**config.mk**
```make
export PLATFORM = sky130hd
export DESIGN_NAME = tcounter_param_flat
export DESIGN_NICKNAME = d
export VERILOG_FILES = /design/src/rtl/tcounter_param_if.sv /design/src/rtl/tcounter_param.sv /design/src/flat_wrapper.sv
export SDC_FILE = /design/constraint.sdc
export NUM_CORES = 1
export LEC_CHECK = 0
export BUFFER_PORTS_ARGS = -buffer_cell sky130_fd_sc_hd__buf_2
export CAP_MARGIN = 5
export CORE_AREA = 3 3 40 42
export DETAILED_ROUTE_END_ITERATION = 12
export DIE_AREA = 0 0 43 45
export MAX_ROUTING_LAYER = met4
export PLACE_DENSITY_LB_ADDON = 0.1
export REMOVE_ABC_BUFFERS = 1
export SYNTH_ARGS = -nofsm -noshare
export SYNTH_HDL_FRONTEND = slang
export SYNTH_SLANG_ARGS = --single-unit
```
**constraint.sdc**
```tcl
create_clock -name clk -period 3.4 [get_ports clk]
set_input_delay 0.51 -clock clk [delete_from_list [all_inputs] [get_ports clk]]
set_output_delay 0.51 -clock clk [all_outputs]
set_load 0.01 [all_outputs]
```
**src/rtl/tcounter_param_if.sv**
```systemverilog
// tcounter_param_if: control and status bundle for tcounter_param.
interface tcounter_param_if #(
  parameter int WIDTH = 4
);
  logic             enable;
  logic             up;
  logic             load;
  logic [WIDTH-1:0] d;
  logic [WIDTH-1:0] q;
  logic             tc;
  modport master (output enable, output up, output load, output d, input q, input tc);
  modport slave  (input enable, input up, input load, input d, output q, output tc);
endinterface

```
**src/rtl/tcounter_param.sv**
```systemverilog
// tcounter_param: modulo up/down counter with load, terminal-count pulse and optional prescaler (TCNT_PRESCALE_EN).
module tcounter_param #(
  parameter int     WIDTH    = 4,
  parameter longint MODULUS  = 16,
  parameter int     PRESCALE = 4
) (
  input  logic            clk,
  input  logic            reset,
  tcounter_param_if.slave bus
);
  localparam logic [WIDTH-1:0] MAX = WIDTH'(MODULUS - 1);
  logic [WIDTH-1:0] q_q, q_d;
  logic             tc_q, tc_d;
  logic             tick;
  logic             step;
  logic             wrap;
`ifdef TCNT_PRESCALE_EN
  localparam int PW = $clog2(PRESCALE);
  localparam logic [PW-1:0] PLAST = PW'(PRESCALE - 1);
  logic [PW-1:0] ps_q, ps_d;
  // prescaler clears on load, advances on enabled cycles and wraps at PRESCALE-1
  always_comb begin
    tick = ps_q == PLAST;
    ps_d = bus.load ? '0 : !bus.enable ? ps_q : tick ? '0 : ps_q + PW'(1);
  end
  // prescaler register
  always_ff @(posedge clk or posedge reset)
    if (reset) ps_q <= '0;
    else       ps_q <= ps_d;
`else
  assign tick = 1'b1;
`endif
  // next count: load saturates at MAX, steps wrap at the modulus ends
  always_comb begin
    step = !bus.load && bus.enable && tick;
    wrap = bus.up ? (q_q == MAX) : (q_q == '0);
    q_d  = bus.load ? ((bus.d > MAX) ? MAX : bus.d)
         : !step    ? q_q
         : bus.up   ? (wrap ? '0 : q_q + WIDTH'(1))
         :            (wrap ? MAX : q_q - WIDTH'(1));
    tc_d = step && wrap;
  end
  // count and terminal-count registers
  always_ff @(posedge clk or posedge reset)
    if (reset) begin
      q_q  <= '0;
      tc_q <= 1'b0;
    end else begin
      q_q  <= q_d;
      tc_q <= tc_d;
    end
  assign bus.q  = q_q;
  assign bus.tc = tc_q;
endmodule
```
**src/flat_wrapper.sv**
```systemverilog
// flat-port wrapper written by rule: the top's interface ports become plain ports
module tcounter_param_flat 
#(
  parameter int     WIDTH    = 4,
  parameter longint MODULUS  = 16,
  parameter int     PRESCALE = 4
)
  (clk, reset, bus_enable, bus_up, bus_load, bus_d, bus_q, bus_tc);
  tcounter_param_if #(.WIDTH(WIDTH)) bus_i ();
  input  logic clk;
  input  logic reset;
  input wire logic [$bits(bus_i.enable)-1:0] bus_enable;
  input wire logic [$bits(bus_i.up)-1:0] bus_up;
  input wire logic [$bits(bus_i.load)-1:0] bus_load;
  input wire logic [$bits(bus_i.d)-1:0] bus_d;
  output wire logic [$bits(bus_i.q)-1:0] bus_q;
  output wire logic [$bits(bus_i.tc)-1:0] bus_tc;
  assign bus_i.enable = bus_enable;
  assign bus_i.up = bus_up;
  assign bus_i.load = bus_load;
  assign bus_i.d = bus_d;
  assign bus_q = bus_i.q;
  assign bus_tc = bus_i.tc;
  tcounter_param #(.WIDTH(WIDTH), .MODULUS(MODULUS), .PRESCALE(PRESCALE)) u_core (.clk(clk), .reset(reset), .bus(bus_i));
endmodule
```
==> flow_metrics.py, run 1 <==
metrics = {
    "final_layout": {
        "fillers": 139,
        "insertedDiodeCount": 0,
        "layout-drive-gt1-share_pct": 29.3,
        "area_growth_pct": 22.8,
        "seqCellArea_um2": 125,
        "multi_input_area_um2": 220,
        "nets": 70,
    },
    "power": {
        "ir_drop_v": 0.000132,
        "p_leak_nw": 0.233,
        "total_power_uw": 207,
        "p_per_area_nw_per_um2": 434,
    },
    "route": {
        "antenna_left": 0,
        "dr.pass1.iters": 2,
        "drt_iter0_markers": 7,
        "avgViaCountPerCell": 4.85,
        "drt-total-wl_um": 838,
        "dr_total_vias": 354,
        "wire_per_inst_um": 11.5,
        "drc": 0,
    },
    "critical_path": {
        "start_kind": "register",
        "endpoint_kind": "register",
        "worstPathArrival_ps": 1670,
        "critPathKind": "register to register",
        "path_max_fanout": 9,
        "crit_required_ps": 3540,
    },
    "sta": {
        "hold_viol_final": 0,
        "final_max_slew_viol_count": 0,
        "slew_headroom_pct": 76.3,
        "period_share_pct": 45.1,
        "skew_ps": 3.73,
        "tightest_slew_ps": 350,
        "clock.fmax_mhz": 652,
        "fin_setup_tns_ps": 0,
        "rsz0062_at_grt": "false",
        "period_needed_ps": 1530,
        "final-setup-viol-count": 0,
    },
    "clocking": {
        "clkSinkCount": 5,
        "clock_latency_ps": 240,
        "cts_resized": 0,
        "hold_buffers": 0,
        "h-tree-depth": 1,
        "cts_tree": "done",
        "cts_max_path_buffers": 2,
        "root_buffer": "clkbuf_4",
        "postCtsSetupBuffers": 0,
        "clk_pin_slew_ps": 40,
        "cts_inserted_buffers": 3,
    },
    "worst_hold_path": {
        "min_path_type": "primary input to asynchronous set/reset pin",
    },
    "floorplan": {
        "die-width_um": 43,
        "design.core.area_um2": 1280,
        "dieArea_um2": 1940,
        "fp.dieH_um": 45,
        "start_util_pct": 30.3,
        "rows": 13,
        "pin_count": 14,
    },
    "placement": {
        "numPortBuffers": 13,
        "place.detailed.hpwl_um": 642,
        "place_congestion": 0.730,
    },
    "yosys": {
        "ys_seq_elements": 5,
        "avgSynthCellArea_um2": 8.84,
        "yosysWarnings": 0,
        "netlist_instances": 44,
        "ys_seq_area_share_pct": 32.2,
        "syn_area_um2": 389,
        "ys_types": 26,
    },
    "global_route": {
        "grt_pass1_wl_um": 1290,
        "grt_usage_pct": 9.41,
        "grt_start_max_net_pins": 12,
        "gr-total-overflow": 0,
        "grt_pass1_vias": 293,
        "antenna_found_initial": 0,
    },
    "run": {
        "drv_cap": 0,
    },
    "outcome": {
        "status": "finished clean",
    },
}
[metal layers]
metal / vias to the layer above / share of wire [%] / GRT usage, %
li1: 190 / - / -
met1: 155 / 52 / 13.3
met2: 9 / 41 / 12.0
met3: 0 / 6.9 / 3.59
met4: 0 / 0 / 3.61
met5: - / 0 / -
[report_power, final]
group	switching (mW)	internal, mW	total (mW)	leakage (nW)
clock	0.0222	0.0442	0.0665	0.0150
combinational	0.0293	0.0294	0.0587	0.158
sequential	0.0157	0.0664	0.0822	0.0603
total	0.0673	0.140	0.207	0.233
[path summary, 6_finish.rpt]
kind / to / start / cells after the start / slack, ps
min: u_core.bus.tc$_DFF_PP0_ / reset / 2 / 150
min reg2reg: u_core.bus.q[1]$_DFFE_PP0P_ / u_core.bus.q[1]$_DFFE_PP0P_ / 2 / 730
max reg2reg: u_core.bus.q[3]$_DFFE_PP0P_ / u_core.bus.q[0]$_DFFE_PP0P_ / 5 / 1870
max: u_core.bus.q[3]$_DFFE_PP0P_ / u_core.bus.q[0]$_DFFE_PP0P_ / 5 / 1870
min in group clk: u_core.bus.q[1]$_DFFE_PP0P_ / bus_d[1] / 3 / 510
max in group asynchronous: u_core.bus.q[3]$_DFFE_PP0P_ / reset / 2 / 3080
[metrics by stage]
| stage | util, % | cells | area (um^2) | worst slack [ps] | hold WS, ps |
|---|---|---|---|---|---|
| after floorplan | - | 41 | 368 | 1950 | 289 |
| after global placement | 35.2 | 69 | 452 | 1840 | 411 |
| after detailed placement | 35.2 | 69 | 452 | 1870 | 408 |
| after CTS | 37.2 | 73 | 478 | 1850 | 149 |
| after global routing | 37.2 | 73 | 478 | 1700 | 172 |
| final | 37.2 | 73 | 478 | 1870 | 155 |
[critical path, stage by stage, from the launching register on]
cell and delay (ps):
dfrtp_1 470, inv_1 110, ha_1 180, nor4b_1 320, a211oi_1 110, a311oi_2 240
[cells in the final DEF, fill, tap and decap left out]
master / synthesis / layout
dfrtp_1: 5 / 5
nor3_1: 2 / 2
a211oi_1: 1 / 1
nand2_1: 2 / 2
or4_1: 1 / 1
and3_1: 1 / 1
inv_1: 6 / 6
o31ai_1: 1 / 1
nor2_1: 2 / 2
nor3b_1: 1 / 1
a21o_1: 1 / 1
o221ai_1: 2 / 2
o21ai_1: 1 / 1
or3_1: 1 / 1
nor4b_1: 1 / 1
o21ai_0: 1 / 1
a311oi_2: 1 / 1
a31oi_1: 2 / 2
mux2i_1: 2 / 2
a2bb2oi_1: 1 / 1
buf_2: 2 / 13
ha_1: 2 / 2
clkbuf_4: 0 / 3
clkbuf_1: 0 / 1
xnor2_1: 1 / 1
a21oi_1: 2 / 2
a41oi_1: 1 / 1
[flip-flops by register name, summed over array words and instances (netlist names)]
signal	count
u_core.bus.q	4
u_core.bus.tc	1
[kinds of logic (layout without fill, tap and decap cells)]
group                    Yosys count  in the layout  share of synthesized area (%)
XOR/XNOR                           1              1                           2.25
adder cells (fa/ha/maj)            2              2                           6.43
AO/OA/AOI/OAI                     14             14                           27.0
flip-flops                         5              5                           32.2
multiplexers                       2              2                           5.14
AND/OR/NAND/NOR                   11             11                           15.8
buffers and inverters              9             23                           11.3
[synthesized netlist by cell type]
cell type,number,area (um^2)
a41oi_1,1,8.76
nand2_1,2,7.51
buf_2,2,10.0
or4_1,1,7.51
nor4b_1,1,8.76
dfrtp_1,5,125
a311oi_2,1,15.0
mux2i_1,2,20.0
nor3b_1,1,7.51
xnor2_1,1,8.76
buf_6,1,11.3
and3_1,1,6.26
o21ai_0,1,5.00
a31oi_1,2,12.5
a21oi_1,2,10.0
a2bb2oi_1,1,8.76
o221ai_1,2,17.5
o21ai_1,1,5.00
inv_1,6,22.5
a21o_1,1,7.51
or3_1,1,6.26
o31ai_1,1,7.51
a211oi_1,1,7.51
nor2_1,2,7.51
ha_1,2,25.0
nor3_1,2,10.0
[final cells by class]
type / instances / area share [%]
clock buffers: 4 / 5.50
inverters: 6 / 4.71
multi-input cells: 30 / 46.1
flip-flops and latches: 5 / 26.2
repair buffers: 13 / 13.6
well taps: 15 / 3.93
No activity file was read; power rests on OpenSTA's default activity.
==> run 2: changes to the inputs <==
--- a/config.mk
+++ b/config.mk
@@ -5,6 +5,7 @@
 export SDC_FILE = /design/constraint.sdc
 export NUM_CORES = 1
 export LEC_CHECK = 0
+export ABC_AREA = 1
 export BUFFER_PORTS_ARGS = -buffer_cell sky130_fd_sc_hd__buf_2
 export CAP_MARGIN = 5
 export CORE_AREA = 3 3 40 42
==> constraint.sdc (replaced) <==
create_clock -name clk -period 1.4 [get_ports clk]
set_input_delay 0.21 -clock clk [delete_from_list [all_inputs] [get_ports clk]]
set_output_delay 0.21 -clock clk [all_outputs]
set_load 0.01 [all_outputs]
==> run 2 against run 1 <==
Effect of this change: count of clock-buffer cells in the layout unchanged; utilization increased by 4.1 points; die area unchanged; critical path depth increased by 3; synthesized area increased by 8.4%; combinational power increased to 2.9 times the previous value; first-iteration DRC count decreased by 14%.
==> flow_metrics.py, run 2 <==
metrics = {
    "yosys": {
        "avgSynthCellArea_um2": 7.03,
        "ys_seq_elements": 5,
        "synth_top_family_by_area": "simple AND/OR/NAND/NOR gates",
        "muxShareOfSynthArea_pct": 0,
        "yosysMostFrequentCell": "nand2_1",
        "synth_top_area_share_pct": 29.7,
        "synthXorXnorAreaFrac_pct": 4.15,
        "synth_top_area_cell": "dfrtp_1",
        "yosys.area_share.simple_pct": 35.6,
        "ys_top_cells_by_count": "nand2_1, inv_1, nand3_1, dfrtp_1, nor2_1",
        "ys_seq_area_share_pct": 29.7,
        "synth_compound_area_share_pct": 9.50,
        "synth_adder_area_share_pct": 5.93,
        "synth_edf_count": 0,
        "ys_async_sr_fraction_pct": 100,
        "yosysWarnings": 0,
        "syn_area_um2": 422,
        "netlist_instances": 60,
        "synth_area_leaders": "dfrtp_1, nand2_1, nand3_1, inv_1, ha_1",
        "ys.flop_type": "dfrtp_1",
        "ys_types": 18,
    },
    "sta": {
        "clock.fmax_mhz": 792,
        "setup_slack_ps": 138,
        "final_max_slew_viol_count": 0,
        "final-setup-viol-count": 0,
        "hold_viol_final": 0,
        "fin_setup_tns_ps": 0,
        "period_share_pct": 90.1,
        "slew_headroom_pct": 76.4,
        "tightest_slew_ps": 354,
        "skew_ps": 4.16,
        "period_needed_ps": 1260,
        "rsz0062_at_grt": "false",
    },
    "route": {
        "avgViaCountPerCell": 4.76,
        "antenna_left": 0,
        "drt_iter0_markers": 6,
        "dr_total_vias": 438,
        "dr.pass1.iters": 4,
        "drt-total-wl_um": 1000,
        "drc": 0,
        "wire_per_inst_um": 10.9,
    },
    "global_route": {
        "gr-total-overflow": 0,
        "grt_usage_pct": 13.3,
        "grt_pass1_wl_um": 1870,
        "antenna_found_initial": 0,
        "grt_pass1_vias": 463,
        "grt_start_max_net_pins": 10,
    },
    "placement": {
        "dp_slack_ps": 149,
        "numPortBuffers": 13,
        "place.detailed.hpwl_um": 827,
        "place_congestion": 0.804,
    },
    "clocking": {
        "clock_latency_ps": 240,
        "clkSinkCount": 5,
        "cts_inserted_buffers": 3,
        "cts_tree": "done",
        "h-tree-depth": 1,
        "root_buffer": "clkbuf_4",
        "postCtsSetupBuffers": 0,
        "clk_pin_slew_ps": 50,
        "cts_max_path_buffers": 2,
    },
    "final_layout": {
        "nets": 89,
        "largest_register_ffs": 4,
        "layout_commonest_cell": "nand2_1",
        "layout-drive-gt1-share_pct": 32.5,
        "area_growth_pct": 25.8,
        "layout_common_cells": "nand2_1, buf_2, inv_1",
        "insertedDiodeCount": 0,
    },
    "critical_path": {
        "r2r_cells": 8,
        "crit_required_ps": 1560,
        "critPathKind": "register to register",
        "start_kind": "register",
        "r2r-start": "u_core.bus.q[0]$_DFFE_PP0P_",
        "path_max_fanout": 5,
        "worstPathArrival_ps": 1420,
        "endpoint_kind": "register",
        "rr_endpoint": "u_core.bus.q[0]$_DFFE_PP0P_",
        "r2r_setup_slack_ps": 140,
    },
    "floorplan": {
        "start_util_pct": 32.8,
        "die-width_um": 43,
        "design.core.area_um2": 1280,
        "pin_count": 14,
        "fp.dieH_um": 45,
        "dieArea_um2": 1940,
        "rows": 13,
    },
    "run": {
        "drv_cap": 0,
    },
    "power": {
        "total_power_uw": 526,
        "ir_drop_v": 0.000378,
        "p_per_area_nw_per_um2": 991,
        "p_leak_nw": 0.305,
    },
    "worst_hold_path": {
        "holdCritStartpoint": "bus_d[2]",
        "min_path_type": "primary input to register",
        "min_path_cells": 3,
        "hold_end": "u_core.bus.q[2]$_DFFE_PP0P_",
    },
    "outcome": {
        "status": "finished clean",
    },
}
-- run 2: worst max-delay path by stage --
stage / start / end / cells after the start / slack [ps]
floorplan: u_core.bus.q[1]$_DFFE_PP0P_ / u_core.bus.q[2]$_DFFE_PP0P_ / 7 / 170
global placement: u_core.bus.q[0]$_DFFE_PP0P_ / u_core.bus.tc$_DFF_PP0_ / 6 / 120
detailed placement: u_core.bus.q[0]$_DFFE_PP0P_ / u_core.bus.tc$_DFF_PP0_ / 6 / 150
CTS: u_core.bus.q[0]$_DFFE_PP0P_ / u_core.bus.tc$_DFF_PP0_ / 6 / 140
global route: u_core.bus.q[0]$_DFFE_PP0P_ / u_core.bus.q[0]$_DFFE_PP0P_ / 8 / 10
finish: u_core.bus.q[0]$_DFFE_PP0P_ / u_core.bus.q[0]$_DFFE_PP0P_ / 8 / 140
-- run 2: area by class of cell --
cell class              count  area, um^2
well taps                  15        18.8
repair buffers             15        82.6
multi-input cells          42         236
flip-flops and latches      5         125
clock buffers               4        26.3
inverters                  11        41.3
fillers                   140         754
-- run 2: cells by family after synthesis --
family / Yosys count
simple gates: 33
buf+inv: 13
compound gates: 5
flops: 5
xor+xnor: 2
fa+ha+maj: 2
-- run 2: power breakdown --
group	switching (mW)	total (mW)	leakage, nW	internal [mW]
clock	0.0559	0.163	0.0150	0.108
combinational	0.0957	0.169	0.228	0.0733
sequential	0.0319	0.194	0.0619	0.162
total	0.183	0.526	0.305	0.342
-- run 2: repair_timing --
action | 4_1_cts | 5_1_grt
endpoints found under the setup margin | 0 | 1
endpoints found under the hold margin | 5 | 0
gates resized for setup | 0 | 1
hold buffers | 1 | 0
-- run 2: layer usage --
layer / wire length, um / up-vias / global-route usage (%)
li1: - / 222 / -
met1: 429 / 199 / 14.3
met2: 481 / 13 / 22.8
met3: 52 / 4 / 1.59
met4: 40 / 0 / 9.64
met5: 0 / - / -
-- run 2: per-stage QoR --
step / utilization (%) / instances / hold WS [ps] / cell area, um^2
after global routing: 41.3 / 92 / 212 / 531
after global placement: 38.2 / 87 / 116 / 490
final: 41.3 / 92 / 189 / 531
after floorplan: - / 58 / -11.5 / 399
after detailed placement: 38.2 / 87 / 115 / 490
after CTS: 41.0 / 92 / 188 / 527
-- run 2: critical path: stages, from the launching register on --
cell and delay, ps:
dfrtp_1 420, inv_2 120, ha_1 150, inv_1 50, nor2_1 140, nand2_1 120
nand2_1 80, nand2_1 60, o211ai_2 60
